===== src/rtl/mc_pkg.sv =====
// Shared definitions for the multicycle MIPS-subset core: opcodes, functs,
// ALU control encodings, FSM state codes and small datapath helpers.
package mc_pkg;

   localparam logic [5:0] OP_RTYPE = 6'h00;
   localparam logic [5:0] OP_LW    = 6'h23;
   localparam logic [5:0] OP_SW    = 6'h2B;
   localparam logic [5:0] OP_BEQ   = 6'h04;
   localparam logic [5:0] OP_ADDI  = 6'h08;
   localparam logic [5:0] OP_J     = 6'h02;

   localparam logic [5:0] FN_ADD = 6'h20;
   localparam logic [5:0] FN_SUB = 6'h22;
   localparam logic [5:0] FN_AND = 6'h24;
   localparam logic [5:0] FN_OR  = 6'h25;
   localparam logic [5:0] FN_SLT = 6'h2A;

   localparam logic [2:0] ALU_ADD = 3'b010;
   localparam logic [2:0] ALU_SUB = 3'b110;
   localparam logic [2:0] ALU_AND = 3'b000;
   localparam logic [2:0] ALU_OR  = 3'b001;
   localparam logic [2:0] ALU_SLT = 3'b111;

   localparam logic [3:0] S_FETCH  = 4'd0;
   localparam logic [3:0] S_DECODE = 4'd1;
   localparam logic [3:0] S_MEMADR = 4'd2;
   localparam logic [3:0] S_MEMRD  = 4'd3;
   localparam logic [3:0] S_MEMWB  = 4'd4;
   localparam logic [3:0] S_MEMWR  = 4'd5;
   localparam logic [3:0] S_EXEC   = 4'd6;
   localparam logic [3:0] S_ALUWB  = 4'd7;
   localparam logic [3:0] S_BRANCH = 4'd8;
   localparam logic [3:0] S_ADDIEX = 4'd9;
   localparam logic [3:0] S_ADDIWB = 4'd10;
   localparam logic [3:0] S_JUMP   = 4'd11;
   localparam logic [3:0] S_HALT   = 4'd12;

   localparam logic [1:0] SRCB_B     = 2'd0;
   localparam logic [1:0] SRCB_FOUR  = 2'd1;
   localparam logic [1:0] SRCB_IMM   = 2'd2;
   localparam logic [1:0] SRCB_IMMSH = 2'd3;

   localparam logic [1:0] PCSRC_ALU    = 2'd0;
   localparam logic [1:0] PCSRC_ALUOUT = 2'd1;
   localparam logic [1:0] PCSRC_JUMP   = 2'd2;

   localparam logic [31:0] PC_STEP = 32'd4;

   function automatic logic [31:0] signExt(input logic [15:0] imm);
      return {{16{imm[15]}}, imm};
   endfunction

   function automatic logic [31:0] aluOp(input logic [2:0] ctl, input logic [31:0] a, input logic [31:0] b);
      case (ctl)
         ALU_SUB: return a - b;
         ALU_AND: return a & b;
         ALU_OR:  return a | b;
         ALU_SLT: return {31'b0, $signed(a) < $signed(b)};
         default: return a + b;
      endcase
   endfunction

   function automatic logic addOverflow(input logic [31:0] a, input logic [31:0] b, input logic [31:0] sum);
      return (a[31] == b[31]) && (sum[31] != a[31]);
   endfunction

   function automatic logic subOverflow(input logic [31:0] a, input logic [31:0] b, input logic [31:0] diff);
      return (a[31] != b[31]) && (diff[31] != a[31]);
   endfunction

endpackage


===== src/rtl/mc_datapath_ctrl.sv =====
// Control FSM for mc_datapath: state register, next-state logic and per-state
// control decode. Overflow trapping is present only with MC_OVERFLOW_TRAP_EN.
module mc_ctrl_fsm
   import mc_pkg::*;
(
   input  logic       clk,
   input  logic       rst,
   input  logic [5:0] i_opcode,
   input  logic [5:0] i_funct,
   input  logic       i_memDone,
`ifdef MC_OVERFLOW_TRAP_EN
   input  logic       i_overflow,
   output logic       o_trap,
`endif
   output logic [3:0] o_state,
   output logic       o_irWrite,
   output logic       o_pcWrite,
   output logic       o_pcWriteCond,
   output logic [1:0] o_pcSrc,
   output logic       o_iorD,
   output logic       o_memReq,
   output logic       o_memWe,
   output logic       o_regWrite,
   output logic       o_regDst,
   output logic       o_memToReg,
   output logic       o_aluSrcA,
   output logic [1:0] o_aluSrcB,
   output logic [2:0] o_aluControl,
   output logic       o_aluOutWrite,
   output logic       o_abWrite,
   output logic       o_mdrWrite
);

   logic [3:0] r_state;
   logic [3:0] w_next;
   logic [2:0] w_fnCtl;
   logic       w_fnValid;

   assign o_state = r_state;

   always_ff @(posedge clk) begin
      if (rst) r_state <= S_FETCH;
      else     r_state <= w_next;
   end

   always_comb begin
      w_fnValid = 1'b1;
      w_fnCtl   = ALU_ADD;
      case (i_funct)
         FN_ADD:  w_fnCtl = ALU_ADD;
         FN_SUB:  w_fnCtl = ALU_SUB;
         FN_AND:  w_fnCtl = ALU_AND;
         FN_OR:   w_fnCtl = ALU_OR;
         FN_SLT:  w_fnCtl = ALU_SLT;
         default: w_fnValid = 1'b0;
      endcase
   end

   // FETCH and the two memory states wait on the handshake; everything else is one cycle
   always_comb begin
      w_next        = r_state;
      o_irWrite     = 1'b0;
      o_pcWrite     = 1'b0;
      o_pcWriteCond = 1'b0;
      o_pcSrc       = PCSRC_ALU;
      o_iorD        = 1'b0;
      o_memReq      = 1'b0;
      o_memWe       = 1'b0;
      o_regWrite    = 1'b0;
      o_regDst      = 1'b0;
      o_memToReg    = 1'b0;
      o_aluSrcA     = 1'b0;
      o_aluSrcB     = SRCB_FOUR;
      o_aluControl  = ALU_ADD;
      o_aluOutWrite = 1'b0;
      o_abWrite     = 1'b0;
      o_mdrWrite    = 1'b0;
`ifdef MC_OVERFLOW_TRAP_EN
      o_trap        = 1'b0;
`endif
      case (r_state)
         S_FETCH: begin
            o_memReq = 1'b1;
            if (i_memDone) begin
               o_irWrite = 1'b1;
               o_pcWrite = 1'b1;
               w_next    = S_DECODE;
            end
         end
         S_DECODE: begin
            o_abWrite     = 1'b1;
            o_aluSrcB     = SRCB_IMMSH;
            o_aluOutWrite = 1'b1;
            case (i_opcode)
               OP_LW, OP_SW: w_next = S_MEMADR;
               OP_RTYPE:     w_next = S_EXEC;
               OP_BEQ:       w_next = S_BRANCH;
               OP_ADDI:      w_next = S_ADDIEX;
               OP_J:         w_next = S_JUMP;
               default:      w_next = S_HALT;
            endcase
         end
         S_MEMADR: begin
            o_aluSrcA     = 1'b1;
            o_aluSrcB     = SRCB_IMM;
            o_aluOutWrite = 1'b1;
            w_next        = (i_opcode == OP_LW) ? S_MEMRD : S_MEMWR;
         end
         S_MEMRD: begin
            o_memReq = 1'b1;
            o_iorD   = 1'b1;
            if (i_memDone) begin
               o_mdrWrite = 1'b1;
               w_next     = S_MEMWB;
            end
         end
         S_MEMWB: begin
            o_regWrite = 1'b1;
            o_memToReg = 1'b1;
            w_next     = S_FETCH;
         end
         S_MEMWR: begin
            o_memReq = 1'b1;
            o_memWe  = 1'b1;
            o_iorD   = 1'b1;
            if (i_memDone) w_next = S_FETCH;
         end
         S_EXEC: begin
            o_aluSrcA     = 1'b1;
            o_aluSrcB     = SRCB_B;
            o_aluControl  = w_fnCtl;
            o_aluOutWrite = w_fnValid;
            w_next        = w_fnValid ? S_ALUWB : S_HALT;
`ifdef MC_OVERFLOW_TRAP_EN
            if (w_fnValid && i_overflow) begin
               o_trap = 1'b1;
               w_next = S_HALT;
            end
`endif
         end
         S_ALUWB: begin
            o_regWrite = 1'b1;
            o_regDst   = 1'b1;
            w_next     = S_FETCH;
         end
         S_BRANCH: begin
            o_aluSrcA     = 1'b1;
            o_aluSrcB     = SRCB_B;
            o_aluControl  = ALU_SUB;
            o_pcWriteCond = 1'b1;
            o_pcSrc       = PCSRC_ALUOUT;
            w_next        = S_FETCH;
         end
         S_ADDIEX: begin
            o_aluSrcA     = 1'b1;
            o_aluSrcB     = SRCB_IMM;
            o_aluOutWrite = 1'b1;
            w_next        = S_ADDIWB;
`ifdef MC_OVERFLOW_TRAP_EN
            if (i_overflow) begin
               o_trap = 1'b1;
               w_next = S_HALT;
            end
`endif
         end
         S_ADDIWB: begin
            o_regWrite = 1'b1;
            w_next     = S_FETCH;
         end
         S_JUMP: begin
            o_pcWrite = 1'b1;
            o_pcSrc   = PCSRC_JUMP;
            w_next    = S_FETCH;
         end
         S_HALT:  w_next = S_HALT;
         default: w_next = S_HALT;
      endcase
   end

endmodule


===== src/rtl/mc_datapath.sv =====
// Multicycle MIPS-subset core sharing one req/ready memory port for fetch and data.
// Define MC_OVERFLOW_TRAP_EN to add the exc/epc overflow trap outputs.
module mc_datapath
   import mc_pkg::*;
#(
   parameter logic [31:0] RESET_PC = 32'h0000_0000,
   parameter int          ADDR_W   = 32
) (
   input  logic              clk,
   input  logic              rst,
   output logic              mem_req,
   output logic              mem_we,
   output logic [ADDR_W-1:0] mem_addr,
   output logic [31:0]       mem_wdata,
   input  logic [31:0]       mem_rdata,
   input  logic              mem_ready,
   output logic [31:0]       pc,
   output logic [31:0]       instr,
   output logic [3:0]        state,
   output logic              halted,
   input  logic [4:0]        ra_debug,
   output logic [31:0]       ra_debug_data
`ifdef MC_OVERFLOW_TRAP_EN
   ,
   output logic              exc,
   output logic [31:0]       epc
`endif
);

   logic [31:0] r_pc, r_ir, r_mdr, r_a, r_b, r_aluOut;
   logic        r_reqEnable;
   logic [31:0] r_rf [32];

   logic        w_irWrite, w_pcWrite, w_pcWriteCond, w_iorD, w_memReq, w_memWe;
   logic        w_regWrite, w_regDst, w_memToReg, w_aluSrcA, w_aluOutWrite, w_abWrite, w_mdrWrite;
   logic [1:0]  w_pcSrc, w_aluSrcB;
   logic [2:0]  w_aluControl;
   logic        w_memDone, w_zero, w_pcEn;
   logic [31:0] w_srcA, w_srcB, w_aluResult, w_immExt, w_pcNext, w_wdata, w_rs, w_rt;
   logic [4:0]  w_waddr;

`ifdef MC_OVERFLOW_TRAP_EN
   logic        w_overflow, w_trap;
   logic        r_exc;
   logic [31:0] r_epc;
`endif

   mc_ctrl_fsm u_ctrl (
      .clk           (clk),
      .rst           (rst),
      .i_opcode      (r_ir[31:26]),
      .i_funct       (r_ir[5:0]),
      .i_memDone     (w_memDone),
`ifdef MC_OVERFLOW_TRAP_EN
      .i_overflow    (w_overflow),
      .o_trap        (w_trap),
`endif
      .o_state       (state),
      .o_irWrite     (w_irWrite),
      .o_pcWrite     (w_pcWrite),
      .o_pcWriteCond (w_pcWriteCond),
      .o_pcSrc       (w_pcSrc),
      .o_iorD        (w_iorD),
      .o_memReq      (w_memReq),
      .o_memWe       (w_memWe),
      .o_regWrite    (w_regWrite),
      .o_regDst      (w_regDst),
      .o_memToReg    (w_memToReg),
      .o_aluSrcA     (w_aluSrcA),
      .o_aluSrcB     (w_aluSrcB),
      .o_aluControl  (w_aluControl),
      .o_aluOutWrite (w_aluOutWrite),
      .o_abWrite     (w_abWrite),
      .o_mdrWrite    (w_mdrWrite)
   );

   // The request is held off while reset is high and for one cycle after it
   assign mem_req   = w_memReq & r_reqEnable & ~rst;
   assign mem_we    = w_memWe & mem_req;
   assign mem_addr  = w_iorD ? r_aluOut[ADDR_W-1:0] : r_pc[ADDR_W-1:0];
   assign mem_wdata = r_b;
   assign w_memDone = mem_req & mem_ready;

   assign pc            = r_pc;
   assign instr         = r_ir;
   assign halted        = (state == S_HALT);
   assign ra_debug_data = (ra_debug == 5'd0) ? 32'd0 : r_rf[ra_debug];

   assign w_rs     = (r_ir[25:21] == 5'd0) ? 32'd0 : r_rf[r_ir[25:21]];
   assign w_rt     = (r_ir[20:16] == 5'd0) ? 32'd0 : r_rf[r_ir[20:16]];
   assign w_immExt = signExt(r_ir[15:0]);
   assign w_waddr  = w_regDst ? r_ir[15:11] : r_ir[20:16];
   assign w_wdata  = w_memToReg ? r_mdr : r_aluOut;
   assign w_srcA   = w_aluSrcA ? r_a : r_pc;

   always_comb begin
      w_srcB = r_b;
      case (w_aluSrcB)
         SRCB_FOUR:  w_srcB = PC_STEP;
         SRCB_IMM:   w_srcB = w_immExt;
         SRCB_IMMSH: w_srcB = {w_immExt[29:0], 2'b00};
         default:    w_srcB = r_b;
      endcase
   end

   assign w_aluResult = aluOp(w_aluControl, w_srcA, w_srcB);
   assign w_zero      = (w_aluResult == 32'd0);
   assign w_pcEn      = w_pcWrite | (w_pcWriteCond & w_zero);

   always_comb begin
      w_pcNext = w_aluResult;
      case (w_pcSrc)
         PCSRC_ALUOUT: w_pcNext = r_aluOut;
         PCSRC_JUMP:   w_pcNext = {r_pc[31:28], r_ir[25:0], 2'b00};
         default:      w_pcNext = w_aluResult;
      endcase
   end

   always_ff @(posedge clk) begin
      if (rst) begin
         r_pc        <= RESET_PC;
         r_ir        <= 32'd0;
         r_mdr       <= 32'd0;
         r_a         <= 32'd0;
         r_b         <= 32'd0;
         r_aluOut    <= 32'd0;
         r_reqEnable <= 1'b0;
      end else begin
         r_reqEnable <= 1'b1;
         if (w_pcEn)        r_pc     <= w_pcNext;
         if (w_irWrite)     r_ir     <= mem_rdata;
         if (w_mdrWrite)    r_mdr    <= mem_rdata;
         if (w_aluOutWrite) r_aluOut <= w_aluResult;
         if (w_abWrite) begin
            r_a <= w_rs;
            r_b <= w_rt;
         end
      end
   end

   // Register file keeps its contents across reset; r0 is never written
   always_ff @(posedge clk) begin
      if (w_regWrite && (w_waddr != 5'd0)) r_rf[w_waddr] <= w_wdata;
   end

`ifdef MC_OVERFLOW_TRAP_EN
   always_comb begin
      w_overflow = 1'b0;
      case (w_aluControl)
         ALU_ADD: w_overflow = addOverflow(w_srcA, w_srcB, w_aluResult);
         ALU_SUB: w_overflow = subOverflow(w_srcA, w_srcB, w_aluResult);
         default: w_overflow = 1'b0;
      endcase
   end

   // pc has already advanced past the trapping instruction
   always_ff @(posedge clk) begin
      if (rst) begin
         r_exc <= 1'b0;
         r_epc <= 32'd0;
      end else if (w_trap) begin
         r_exc <= 1'b1;
         r_epc <= r_pc - PC_STEP;
      end
   end

   assign exc = r_exc;
   assign epc = r_epc;
`endif

endmodule


===== config.mk =====
export PLATFORM = sky130hd
export DESIGN_NAME = mc_datapath
export DESIGN_NICKNAME = d
export VERILOG_FILES = /design/src/rtl/mc_pkg.sv /design/src/rtl/mc_datapath_ctrl.sv /design/src/rtl/mc_datapath.sv
export SDC_FILE = /design/constraint.sdc
export NUM_CORES = 2
export LEC_CHECK = 0
export BUFFER_PORTS_ARGS = -buffer_cell sky130_fd_sc_hd__clkbuf_2
export CORE_ASPECT_RATIO = 0.8
export CORE_UTILIZATION = 58
export CTS_BUF_LIST = sky130_fd_sc_hd__clkbuf_16
export DETAILED_ROUTE_END_ITERATION = 7
export GPL_TIMING_DRIVEN = 0
export PLACE_DENSITY = 0.75
export SYNTH_ARGS = -nofsm -noshare
export SYNTH_HDL_FRONTEND = slang
export SYNTH_SLANG_ARGS = --single-unit

===== constraint.sdc =====
create_clock -name clk -period 9.9 [get_ports clk]
set_input_delay 1.98 -clock clk [delete_from_list [all_inputs] [get_ports clk]]
set_output_delay 1.98 -clock clk [all_outputs]
set_load 0.005 [all_outputs]

# ---- Yosys cells after proc, flatten, opt, wreduce, memory -nomap -nowiden
# Memory sizes are Yosys's and may differ from the RTL's. A register that Yosys moved wholly into a read port is not among the register bits.
# Index checks and enable logic that the tools add are counted.
dict set report word_totals {
  out_inout_bits 167
  regBits 197
  romBits 0
  n_memories 1
  latch_bits 0
  mem_bits_rw 1024
}
# name depth width read_ports rd_clocked_by_memory_dff wr line_no
set memory_table {}
lappend memory_table {r_rf 32 32 3 2 1 mc_datapath.sv:32} ;# logic [31:0] r_rf [32];
dict set report op_classes {
  reduce_logical 21
  order_cmp 1
  div 0
  n_eq_ne 33
  shifts 0
  muxes 43
  mul 0
  n_addsub 2
  bitwise 10
}
# operator count
set ops {}
lappend ops {{32-bit two-way mux} 6}
lappend ops {{32-bit one-hot mux with 4 select lines} 1}
lappend ops {{32-bit one-hot mux with 3 select lines} 1}
lappend ops {{32-bit one-hot mux with 2 select lines} 1}
lappend ops {{6-bit == test, second input constant} 7}
lappend ops {{32-bit adder} 1}
lappend ops {{32-bit AND} 1}
lappend ops {{32-bit zero test} 1}
lappend ops {{32-bit less-than comparator} 1}
lappend ops {{32-bit bitwise OR} 1}
lappend ops {{4-bit one-hot mux with 8 select lines} 1}
lappend ops {{32-bit subtractor} 1}
lappend ops {{5-bit two-way mux} 5}
lappend ops {{4-bit == test, second input constant} 5}
lappend ops {{4-bit one-hot mux with 5 select lines} 1}
lappend ops {{4-bit by 3-bit == test with 1-bit output, second input constant} 4}
lappend ops {{1-bit two-way mux} 16}
lappend ops {{4-bit two-way mux} 4}
lappend ops {{5-bit zero test} 3}
lappend ops {{3-bit one-hot mux with 4 select lines} 1}
lappend ops {{5-bit OR reduction} 2}
lappend ops {{3-bit OR reduction} 3}
lappend ops {{4-bit by 2-bit == test with 1-bit output, second input constant} 2}
lappend ops {{2-bit OR reduction} 4}
lappend ops {{25 further kinds} 37}

# ---- Longest topological paths before layout
dict set report depth {
  depth_word 11
  ltp_mapped 25
  mapped_depth_nobuf 21
}

# ---- Modules after synthesis
# From an unflattened synthesis, not the netlist that was laid out.
dict set report unflattened {
  hier_cells 4457
  hier_area_um2 70551.4
}
# mod seq_area_each_um2 instances area_per_inst_um2 cells_each
set modules_own_cells {}
lappend modules_own_cells {mc_datapath 34813.4 1 69908.3 4357}
lappend modules_own_cells {mc_ctrl_fsm 80.1 1 643.1 100}

# ---- Worst setup path after synthesis
# No wires, ideal clock.
dict set report synth_path {
  path_type {input -> output}
  from {input port ra_debug[0]}
  to {output port ra_debug_data[10]}
  setup_slack_ns 3.560
  stages 7
  arrival_time_ns 4.360
  path_buffers 3
  cell_sequence {clkbuf_1 > buf_1 > buf_1 > mux4_2 > mux4_2 > mux2i_1 > nor2_1}
}
dict set report synth_via {
  elab_chain_cells 2
}
# item line_no
set synth_lines {}
lappend synth_lines {{start, declared} mc_datapath.sv:21} ;# input logic [4:0] ra_debug,
lappend synth_lines {{memory 32 x 32 bit or 5-bit zero test (tied branches)} -}
lappend synth_lines {{32-bit two-way mux *} mc_datapath.sv:87} ;# assign ra_debug_data = (ra_debug == 5'd0) ? 32'd0 : r_rf[ra_debug];
lappend synth_lines {{end, declared} mc_datapath.sv:22} ;# output logic [31:0] ra_debug_data
# Every way passes the cells marked *; elsewhere a longest branch is shown, timed or not.

# ---- Worst setup path after layout
dict set report layout_path {
  from {register r_ir[0], in the netlist instr[0]}
  to {register r_pc[18], in the netlist pc[18]}
}
dict set report layout_via {
  elab_chain_cells 8
}
# item line_no
set layout_lines {}
lappend layout_lines {{start, declared} mc_datapath.sv:30} ;# logic [31:0] r_pc, r_ir, r_mdr, r_a, r_b, r_aluOut;
lappend layout_lines {{start signal, assigned} mc_datapath.sv:131} ;# if (w_irWrite) r_ir <= mem_rdata;
lappend layout_lines {{branches (longest 4 deep; another with 32-bit adder)} -}
lappend layout_lines {{32-bit one-hot mux with 4 select lines *} mc_pkg.sv:54} ;# case (ctl)
lappend layout_lines {{32-bit zero test} mc_datapath.sv:107} ;# assign w_zero = (w_aluResult == 32'd0);
lappend layout_lines {{1-bit AND} mc_datapath.sv:108} ;# assign w_pcEn = w_pcWrite | (w_pcWriteCond & w_zero);
lappend layout_lines {{1-bit bitwise OR} mc_datapath.sv:108}
lappend layout_lines {{end signal, assigned} mc_datapath.sv:130} ;# if (w_pcEn) r_pc <= w_pcNext;
lappend layout_lines {{end, declared} mc_datapath.sv:30}
# Mark *: on every way between the ends.
# A chain may end at the register's enable or synchronous reset.

==> metrics.log <==
[metrics] clock power share: 0.332
[metrics] worst-path fanout max: 10
[metrics] Synth Area per Inst: between 15 and 20 um^2
[metrics] count of state elements after synthesis: roughly 1200
[metrics] area of the die: roughly 120000 um^2
[metrics] Critical Setup Path Class: flop to flop
[metrics] TritonCTS buffer count: ~120
[metrics] Slew Limit Headroom: -0.04747
[metrics] number of detailed-route iterations in the first pass: 7
[metrics] type of the worst min-delay path: flop to flop
[metrics] number of different library cells in the post-synthesis netlist: between 90 and 100
[metrics] combined global-route utilization of all metal layers: 0.4759
[metrics] remaining routing DRC violations: 0
[metrics] Synth Warn #: 0
[metrics] Starting Density: 0.5856
[metrics] status: finished, violations left
[metrics] IR Drop Worst-Case VDD: 0.0004182 V
[metrics] portion of total power attributed to combinational logic: 0.248
[metrics] sequential standard cell area: ~35000 um^2
[metrics] Clock Root Buffer: sky130_fd_sc_hd__clkbuf_16
[metrics] reg-to-reg startpoint: instr[0]
[metrics] count of standard-cell rows: approximately 110
[metrics] clock slew seen by the registers of the worst setup and hold paths: 0.07 ns
[metrics] total wirelength of the detailed-routed design: about 290000 um
[metrics] global-route wire length before repair: 394400 um
[metrics] antenna violations before repair: 10
[metrics] fill cell count: slightly above 8000
[metrics] worst reg-to-reg setup slack: -0.14 ns
[metrics] Hold Crit Start: r_mdr[10]
[metrics] maximum number of pins on one net before global-route repair: 33
[metrics] number of buffers added on ports: just over 200
[metrics] Longest Clk Path Bufs: 3
[metrics] I/O pin count: roughly 210
[metrics] buffers inserted by post-CTS timing repair: 0
[metrics] number of DRC markers after the initial detailed-route iteration: around 11000
[metrics] setup repair after global routing missed its margin: no
[metrics] Worst-Skew Late Latency: about 0.81 ns
[metrics] Max Cap Viol: 4
[metrics] period utilisation layout: 1.014
[metrics] cell-internal power: between 10 and 15 mW
[metrics] most common cell after layout, fill and taps aside: sky130_fd_sc_hd__edfxtp_1
[metrics] Cells on Worst Hold Path: 2
[metrics] Max Fclk: 99.60 MHz
[metrics] met2 Resource Use GR: 0.6453
[metrics] met1 layer usage reported by global route: 0.6277
[metrics] standard cell core area: 118900 um^2
[metrics] area grow syn2layout: 12.73%
[metrics] register area share after synthesis: 0.5011
[metrics] post-DR vias/cell: 8.081
[metrics] cell area after synthesis: just under 70000 um^2
[metrics] part of the total power dissipated in sequential elements: 0.420
[metrics] Setup Total Neg Slack: -1.197 ns
[metrics] final antenna-violating net count: 0
[metrics] Final Net Count: between 4000 and 5000
[metrics] Data required, critical path: about 11 ns
[metrics] failing checks: capacitance limit, slew limit, setup timing
[metrics] worst clock skew on the final layout: around 0.05 ns
[metrics] number of global-route vias before repair: 50170
[metrics] Reg2Reg Depth: 21
[metrics] overall overflow remaining after global route: 0
[metrics] nature of the critical path startpoint: flop
[metrics] sw frac: 0.3222
[metrics] number of gates resized after CTS: 0
[metrics] chip height: between 300 and 400 um
[metrics] number of H-tree branching levels: 3
[metrics] post-route cell area: approximately 79000 um^2
[metrics] cell area after placement: ~74000 um^2
[metrics] TritonCTS clock tree: built
[metrics] Crit path arrival time: 10.71 ns
[metrics] gate count of the mapped netlist: around 4400
[metrics] M3 GR Usage: 0.2268
[metrics] Reg2Reg Capture Point: pc[18]
[metrics] CTS Sinks: between 1000 and 1500
[metrics] worst setup margin: -0.1398 ns
[metrics] total power per unit cell area: 192.4 nW/um^2
[metrics] Final HPWL DP: around 200000 um
[metrics] count of final setup violators: 15
[metrics] number of buffers inserted by hold repair at cts: 0
[metrics] Post-synth EDFFs: 1024
[metrics] NetSw: ~4.9 mW
[metrics] total count of hold-check failures in the final report: 0
[metrics] final standard cell utilization of the core: 0.6602
[metrics] number of slew-limit violations in the final report: 44
[metrics] time the final worst path needs with I/O delays and setup: between 10 and 15 ns
[metrics] leakage: between 20 and 25 nW
[metrics] per-cell routed wire length: approximately 44 um
[metrics] total number of vias: ~53000
[metrics] global-route layer with the greatest usage: met2
[metrics] most used flip-flop cell after synthesis: sky130_fd_sc_hd__edfxtp_1
[metrics] most frequent cells in the layout: 1024 x sky130_fd_sc_hd__edfxtp_1, 960 x sky130_fd_sc_hd__mux4_2, 298 x sky130_fd_sc_hd__nor2_1
[metrics] gp weighted congestion: about 1.0
[metrics] CP Capture Type: flop
[metrics] proportion of synthesized flip-flops having asynchronous set or reset: 0
[metrics] worst hold path endpoint: r_mdr[10]
[metrics] share of cells above drive strength 1: 0.3325
[metrics] Slew @ Worst Pin: around 1.6 ns
[metrics] area taken by multi-input logic gates: 33170 um^2
[metrics] die width: around 390 um
## synth_stat cells (all sizes together) (8+ instances only)
library cell,instances,share of area
edfxtp,1024,0.44
mux4,960,0.31
nor2,328,0.018
a21oi,250,0.018
clkbuf,246,0.013
nand2,243,0.013
dfxtp,207,0.060
buf,138,0.0084
mux2i,112,0.016
inv,111,0.0060
o21ai,106,0.0076
ha,98,0.018
mux2,97,0.016
a211oi,70,0.0078
nor3,34,0.0024
nand3,33,0.0024
a221oi,30,0.0040
a21o,26,0.0028
nand2b,19,0.0018
nand4,19,0.0017
nor4,17,0.0018
o31ai,17,0.0018
nor2b,16,0.0014
a31oi,14,0.0013
o211ai,14,0.0015
o22ai,13,0.0012
xnor2,13,0.0016
a222oi,12,0.0017
o221ai,12,0.0015
a31o,11,0.0014
o21a,11,0.0012
and2,9,0.00081
a221o,8,0.0012
a22oi,8,0.00086
or3,8,0.00072
## worst max path at each step
| stage | endpoint | start | slack, ns | cells past startpoint |
|---|---|---|---|---|
| 2_1_floorplan | ra_debug_data[10] | ra_debug[0] | 3.56 | 7 |
| 3_3_place_gp | pc[16] | instr[0] | 0.14 | 21 |
| 3_5_place_dp | pc[18] | instr[0] | 0.13 | 21 |
| 4_1_cts | pc[18] | instr[0] | 0.13 | 21 |
| 5_1_grt | pc[18] | instr[0] | 0.07 | 21 |
| 6_report | pc[18] | instr[0] | -0.14 | 21 |
## state kept, by name (all words and copies together), names as in the netlist, named ones only
register / cells
instr: 32
mem_wdata: 32
pc: 32
r_a: 32
r_aluOut: 32
r_mdr: 32
r_reqEnable: 1
r_rf: 1024
u_ctrl.o_state: 4
## power by group through the flow
stage / clock network (mW) / registers [mW] / logic [mW]
after global placement: 0 / 6.43 / 3.44
after global routing: 5.16 / 6.34 / 3.79
after CTS: 4.98 / 6.32 / 3.54
after detailed placement: 0 / 6.43 / 3.51
after floorplan: 0 / 6.33 / 2.14
final: 5.01 / 6.34 / 3.75
## critical path: stages, from the launching register on
cell,delay [ns]
sky130_fd_sc_hd__dfxtp_1,0.54
sky130_fd_sc_hd__clkbuf_1,0.64
sky130_fd_sc_hd__clkbuf_2,0.54
sky130_fd_sc_hd__clkdlybuf4s15_1,0.82
sky130_fd_sc_hd__clkbuf_1,0.72
sky130_fd_sc_hd__a22o_1,0.32
sky130_fd_sc_hd__ha_1,0.25
sky130_fd_sc_hd__inv_1,0.08
sky130_fd_sc_hd__fa_1,0.44
sky130_fd_sc_hd__nand2b_1,0.19
sky130_fd_sc_hd__a21oi_1,0.33
sky130_fd_sc_hd__o21ai_1,0.22
sky130_fd_sc_hd__o21ai_0,0.72
sky130_fd_sc_hd__a31oi_1,0.55
sky130_fd_sc_hd__nor3_1,0.43
sky130_fd_sc_hd__mux2_2,0.38
sky130_fd_sc_hd__a211oi_1,0.59
sky130_fd_sc_hd__nand4_1,0.35
sky130_fd_sc_hd__nor4_4,0.77
sky130_fd_sc_hd__nor2_1,0.26
sky130_fd_sc_hd__clkbuf_1,0.38
sky130_fd_sc_hd__a31o_2,0.35
## metal layers
metal	up-vias	share of wire
li1	19180	-
met5	-	0.00084
met1	26310	0.33
met4	16	0.077
met3	1328	0.19
met2	6149	0.41
## final cells by class
cell class	instances	share of cell area
Inverter	111	0.005308
Clock buffer	130	0.04144
Clock inverter	95	0.01266
Multi-Input combinational cell	2733	0.4225
Timing Repair Buffer	258	0.02796
Tap cell	1610	0.02566
Sequential cell	1231	0.4445
Antenna cell	5	0.0001594
Buffer	384	0.01978
## cell families after synthesis
group | count (synthesis) | share of synthesized area
compound gates | 649 | 0.06009
xor+xnor | 16 | 0.002013
fa+ha+maj | 100 | 0.01818
buf+inv | 495 | 0.02771
flops | 1231 | 0.5011
mux | 1169 | 0.3423
other cells | 1 | 0.00005385
simple gates | 767 | 0.04857
## metrics by stage
step / std cells / hold slack [ns] / power, mW / setup WS (ns)
6_report: 6557 / 0.4533 / 15.11 / -0.1398
5_1_grt: 6552 / 0.4736 / 15.29 / 0.07123
4_1_cts: 6550 / 0.4558 / 14.84 / 0.1319
3_5_place_dp: 6325 / 0.4460 / 9.947 / 0.1310
3_3_place_gp: 6272 / 0.4400 / 9.869 / 0.1411
2_1_floorplan: 4459 / 0.4329 / 8.471 / 3.560
Power figures use the tool's default switching activity.
